<file path="config.mk">
export PLATFORM = sky130hd
export DESIGN_NAME = seq_mult_core
export DESIGN_NICKNAME = d
export VERILOG_FILES = /design/src/rtl/seq_mult_core.sv
export SDC_FILE = /design/constraint.sdc
export NUM_CORES = 1
export LEC_CHECK = 0
export ABC_AREA = 1
export CAP_MARGIN = 10
export CORE_MARGIN = 2
export CORE_UTILIZATION = 40
export CTS_BUF_LIST = sky130_fd_sc_hd__clkbuf_2
export DETAILED_ROUTE_END_ITERATION = 10
export GPL_TIMING_DRIVEN = 1
export HOLD_SLACK_MARGIN = 0.12
export SLEW_MARGIN = 20
export SYNTH_ARGS = -nofsm -noshare
export SYNTH_HDL_FRONTEND = slang
export SYNTH_SLANG_ARGS = --single-unit
</file>
<file path="constraint.sdc">
create_clock -name clk -period 2.3 [get_ports clk]
set_input_delay 0.345 -clock clk [delete_from_list [all_inputs] [get_ports clk]]
set_output_delay 0.345 -clock clk [all_outputs]
set_load 0.005 [all_outputs]
</file>
<file path="src/rtl/seq_mult_core.sv">
// seq_mult_core: shift-add multiplier, one multiplier bit per clock. SEQ_MULT_SIGNED_EN adds two's-complement mode.
// Latency: start accept to done pulse is WIDTH_Q+1 cycles; product updates on the CALC->DONE edge.
// Backpressure: none; start is taken only in IDLE, and start in CALC or DONE is dropped, not queued.
module seq_mult_core #(
  parameter int WIDTH_M = 16,
  parameter int WIDTH_Q = 16
) (
  input  logic                       clk,
  input  logic                       rst,
  input  logic                       start,
  input  logic [WIDTH_M-1:0]         multiplicand,
  input  logic [WIDTH_Q-1:0]         multiplier,
`ifdef SEQ_MULT_SIGNED_EN
  input  logic                       signed_mode,
`endif
  output logic                       busy,
  output logic                       done,
  output logic [WIDTH_M+WIDTH_Q-1:0] product
);

  localparam int CW = $clog2(WIDTH_Q + 1);

  typedef enum logic [1:0] {IDLE, CALC, DONE} state_t;

  state_t               state_q, state_d;
  logic [WIDTH_M-1:0]   m_q, a_q, a_d;
  logic                 c_q, c_d;
  logic [WIDTH_Q-1:0]   q_q, q_d;
  logic [CW-1:0]        cnt_q;
  logic                 sgn_q;
  logic                 accept, last;
  logic [WIDTH_M:0]     m_ext, sum;

  assign accept = (state_q == IDLE) && start;
  assign last   = (cnt_q == CW'(1));
  assign busy   = (state_q != IDLE);
  assign done   = (state_q == DONE);

  always_ff @(posedge clk) begin
    if (rst) state_q <= IDLE;
    else     state_q <= state_d;
  end

  always_comb begin
    state_d = state_q;
    case (state_q)
      IDLE:    if (start) state_d = CALC;
      CALC:    if (last)  state_d = DONE;
      DONE:    state_d = IDLE;
      default: state_d = IDLE;
    endcase
  end

  // {c_q,a_q} is already the sign-extended A in signed mode (C replicates on
  // each shift) and a zero-extended A otherwise, so one adder serves both.
  always_comb begin
    m_ext = {sgn_q & m_q[WIDTH_M-1], m_q};
    if (!q_q[0])            sum = {c_q, a_q};
    else if (sgn_q && last) sum = {c_q, a_q} - m_ext;
    else                    sum = {c_q, a_q} + m_ext;
    c_d = sgn_q & sum[WIDTH_M];
    a_d = sum[WIDTH_M:1];
    q_d = {sum[0], q_q[WIDTH_Q-1:1]};
  end

  always_ff @(posedge clk) begin
    if (rst) begin
      m_q     <= '0;
      a_q     <= '0;
      c_q     <= 1'b0;
      q_q     <= '0;
      cnt_q   <= '0;
      product <= '0;
    end else if (accept) begin
      m_q   <= multiplicand;
      a_q   <= '0;
      c_q   <= 1'b0;
      q_q   <= multiplier;
      cnt_q <= CW'(WIDTH_Q);
    end else if (state_q == CALC) begin
      a_q   <= a_d;
      c_q   <= c_d;
      q_q   <= q_d;
      cnt_q <= cnt_q - CW'(1);
      if (last) product <= {a_d, q_d};
    end
  end

`ifdef SEQ_MULT_SIGNED_EN
  always_ff @(posedge clk) begin
    if (rst)         sgn_q <= 1'b0;
    else if (accept) sgn_q <= signed_mode;
  end
`else
  assign sgn_q = 1'b0;
`endif

endmodule

</file>
# Word level (Yosys, flattened, before mapping)
# Cells that the tools add are included.
dict set report word_totals {
  inputBits 35
  regBits 87
}
dict set report classes {
  bitwise 1
  n_addsub 2
  reduce_logical 7
  eq_ne 5
  mux 8
}
# op count
set ops {}
lappend ops {{$mux 16} 2}
lappend ops {{$add 16x16->17} 1}
lappend ops {{$mux 17} 1}
lappend ops {{$mux 5} 2}
lappend ops {{$eq 5x1->1 const B} 1}
lappend ops {{$sub 5x1->5 const B} 1}
lappend ops {{$mux 2} 2}
lappend ops {{$ne 2x2->1 const B} 2}
lappend ops {{$pmux 2 s2} 1}
lappend ops {{$reduce_bool 2->1} 2}
lappend ops {{$reduce_and 3->1} 1}
lappend ops {{$eq 2x1->1 const B} 1}
lappend ops {{$eq 2x2->1 const B} 1}
lappend ops {{$logic_not 2->1} 1}
lappend ops {{$reduce_and 2->1} 1}
lappend ops {{$reduce_or 2->1} 1}
lappend ops {{$logic_and 1x1->1} 1}
lappend ops {{$not 1->1} 1}

# Logic depth before layout (Yosys ltp)
dict set report depth {
  word_depth 4
  mapped_depth 13
  mapped_depth_nobuf 13
}

# Least setup slack after synthesis
# No wires, ideal clock.
dict set report synth_path {
  path_kind {reg2reg}
  startpoint {register m_q[0]}
  endpoint {register a_q[5]}
  setup_ns 0.109
  setup_slack_ns 0.570
  path_stages_with_launch 12
  arrival_ns 1.621
  period_less_slack_ns 1.730
  path_cell_list {dfxtp_1 > ha_1 > fa_1 > nand2_1 > nand2_1 > nand3b_1 > nand2_1 > or2_1 > nand3_1 > o211ai_1 > nand2_1 > inv_1}
}
dict set report synth_via {
  elab_chain_cells 2
}
# element line
set synth_lines {}
lappend synth_lines {{start, declared} 26} ;# logic [WIDTH_M-1:0] m_q, a_q, a_d;
lappend synth_lines {{start signal, assigned} 75} ;# m_q <= multiplicand;
lappend synth_lines {{$add 16x16->17} 60} ;# else sum = {c_q, a_q} + m_ext;
lappend synth_lines {{$mux 17} 58} ;# if (!q_q[0]) sum = {c_q, a_q};
lappend synth_lines {{end signal, assigned} 69} ;# a_q <= '0;
lappend synth_lines {{end signal, assigned} 76} ;# a_q <= '0;
lappend synth_lines {{end signal, assigned} 81} ;# a_q <= a_d;
lappend synth_lines {{end, declared} 26}
# No other way between the ends.
# A chain may end at the register's enable or synchronous reset.

# Worst setup path in the final report
dict set report layout_path {
  startpoint {register state_q[1]}
  endpoint {output port done}
}
dict set report layout_via {
  elab_chain_cells 1
}
# element line
set layout_lines {}
lappend layout_lines {{start, declared} 25} ;# state_t state_q, state_d;
lappend layout_lines {{start signal, assigned} 41} ;# else state_q <= state_d;
lappend layout_lines {{$eq 2x2->1} 37} ;# assign done = (state_q == DONE);
lappend layout_lines {{end, declared} 17} ;# output logic done,
# No other way between the ends.

==> run summary <==
CTS tree -> built
First-pass GRT wire length -> 19530 um
Fin nets -> 781
Max Slew Vio Count -> 0
Asr flop ratio synth -> 0
Slew @ Worst Pin -> 0.4895 ns
FF+latch count, synth -> 87
Placed cell area -> 5278 um2
Avg Inst Size Synth -> 6.702 um2
Drt pass-1 iters -> 5
CP startpoint kind -> register
# IOs -> 69
Root Driver -> clkbuf_2
Post-CTS Setup Inserts -> 0
Hold Crit Class -> input pin to register
CP arrival -> 1.81 ns
Count leader, synth -> nand2_1
Number of I/O port buffers -> 68
# resized after CTS -> 0
Peak supply drop -> 0.3229 mV
Main synth FF type -> dfxtp_1
Post-synth EDFFs -> 0
Crit Path Class -> register to primary output
Pwr/cell area -> 546.6 nW/um2
Die width -> 109.6 um
Unrepaired setup endpoints after global routing -> no
CP Cell Sequence -> inv_2 -> nor2_1 -> clkdlybuf4s50_1
Clk slew on worst S/H paths -> 0.25 ns
Yosys top cell area share -> 0.3908
Max-Cap Viols -> 0
Worst Clk Skew -> 0.02401 ns
Commonest cells post-synth -> nand2_1, nor2_1, dfxtp_1, inv_1, nand3_1
WL per Instance -> 13.19 um
Share of layout cells above drive strength 1 -> 0.05335
CTS Buf Count -> 9
Fin crit share -> 0.9349
Vias in the first global route -> 4142
Final Hold Fails -> 0
Status -> finished clean
Non-Filler Instances -> 871
CP Max Fanout -> 3
Starting density of the core -> 0.4111
# DRC -> 0
DIE AREA -> 12000 um2
Slowest stage cell, crit path -> clkdlybuf4s50_1
Register area share after synthesis -> 0.3908
Synth-to-Final Area Change -> 20.27%
Netlist cell types -> 33
Slowest Stage Delay on Critical Path -> 0.52 ns
Static Leak -> 2.521 nW
Net switching power -> 957.8 uW
Skew-Pair Late Insertion Delay -> 0.55 ns
Residual overflow from global routing -> 0
DRT antenna net count -> 0
Core Footprint -> 10840 um2
Total GRT Usage -> 0.2080
Tmin final -> 2.150 ns
Sequential Power Share -> 0.566
Syn Nets -> 719
Post-DP HPWL -> 8463 um
Warnings from Yosys -> 0
Power share of the clock group -> 0.228
GP Congestion -> 0.9036
Initial antenna violation count -> 0
Power Total -> 2.930 mW
Cell area after synthesis -> 4457 um2
Setup TNS Final -> 0 ns
# rows -> 38
Clock Sinks -> 87
CTS H-tree depth -> 3
Worst hold slack -> 0.3287 ns
DRT Wirelength -> 11490 um
Internal -> 1.972 mW
Largest net degree at the start of global routing -> 46
Switching share of power -> 0.3269
Vias -> 4204
Combinational Power Share -> 0.206
Design Area, Final -> 5360 um2
Syn Inst Count -> 665
Max_slew headroom -> 0.6736
Yosys top cell by area -> dfxtp_1
Dominant cells by area after synthesis -> dfxtp_1, nand2_1, nor2_1
# hold bufs at CTS -> 0
Critical Path RT -> 1.96 ns
DRT iter0 DRCs -> 243
Clock Path Buffers -> 2
Die H -> 109.6 um
Post-route setup slack -> 0.1498 ns
Placed insts -> 856
Inserted Diodes -> 0
Final Util -> 0.4945
Fmax -> 0.4651 GHz
Crit path capture type -> primary output
Vias/cell -> 4.827
Pre-CTS setup slack -> 0.3655 ns
Setup Viol. Count Final -> 0
[power by group through the flow]
stage	clock [mW]	combinational (mW)	sequential (mW)
final	0.668	0.604	1.66
after global routing	0.759	0.689	1.67
after global placement	0	0.598	1.69
after floorplan	0	0.417	1.67
after CTS	0.704	0.609	1.66
after detailed placement	0	0.607	1.69
[state kept, by name, indices dropped and copies added, names as in the netlist]
| register | flops |
|---|---|
| a_q | 16 |
| cnt_q | 5 |
| m_q | 16 |
| product | 32 |
| q_q | 16 |
| state_q | 2 |
[layer usage]
metal | vias up | part of all wire | track usage | wire, um
li1 | 2225 | - | - | -
met4 | 0 | 0.015 | 0.04792 | 169
met2 | 93 | 0.48 | 0.3576 | 5525
met1 | 1874 | 0.44 | 0.2586 | 5103
met5 | - | 0 | 0 | 0
met3 | 12 | 0.060 | 0.05750 | 688
[critical path, delay by kind of cell (launching register included)]
kind	cells	cell delay, ns
buf+inv	2	0.61
flops	1	0.51
simple gates	1	0.13
[cells by family (layout without fill, tap and decap cells)]
family,count (synthesis),in the layout,share of synthesized area
adder cells (fa/ha/maj),19,19,0.05503
AND/OR/NAND/NOR,365,365,0.3445
multiplexers,1,1,0.002246
buffers and inverters,111,177,0.1008
AO/OA/AOI/OAI,82,82,0.1067
flip-flops,87,87,0.3908
[placed cells by master (no fill, tap or decap), drive strengths merged]
master         netlist  final
clkdlybuf4s50        0     68
a21oi               22     22
a211oi               3      3
inv                 84     85
o21ai               29     29
nor2                98     98
nand3               53     53
a31oi               17     17
o221ai               1      1
nand2              199    199
buf                 18      9
and2                 1      1
or2                  5      5
nand3b               4      4
fa                   1      1
nand4                2      2
o211ai               7      7
o22ai                3      3
nor3                 3      3
dfxtp               87     87
clkbuf               8      9
ha                  18     18
clkinvlp             0      2
mux2i                1      1
clkinv               1      4
[layout make-up]
type / count / area (um2)
repair buffers: 77 / 773.2
clock buffers: 9 / 45.04
well taps: 140 / 175.2
multi-input cells: 467 / 2266
flip-flops and latches: 87 / 1742
fillers: 1132 / 5480
inverters: 85 / 321.6
clock inverters: 6 / 37.54
[final timing paths]
| kind | start | to | slack, ns | depth (start not counted) |
|---|---|---|---|---|
| setup / recovery | state_q[1]$_SDFFE_PP0P_ | done | 0.15 | 3 |
| hold reg to reg | q_q[15]$_SDFFE_PP0P_ | product[14]$_SDFFE_PP0P_ | 0.47 | 2 |
| setup reg to reg | m_q[0]$_SDFFE_PP0P_ | product[27]$_SDFFE_PP0P_ | 0.29 | 12 |
| hold / removal | multiplier[4] | q_q[4]$_SDFFE_PP0P_ | 0.33 | 3 |
Note: power is estimated with default switching activity, not from simulation.
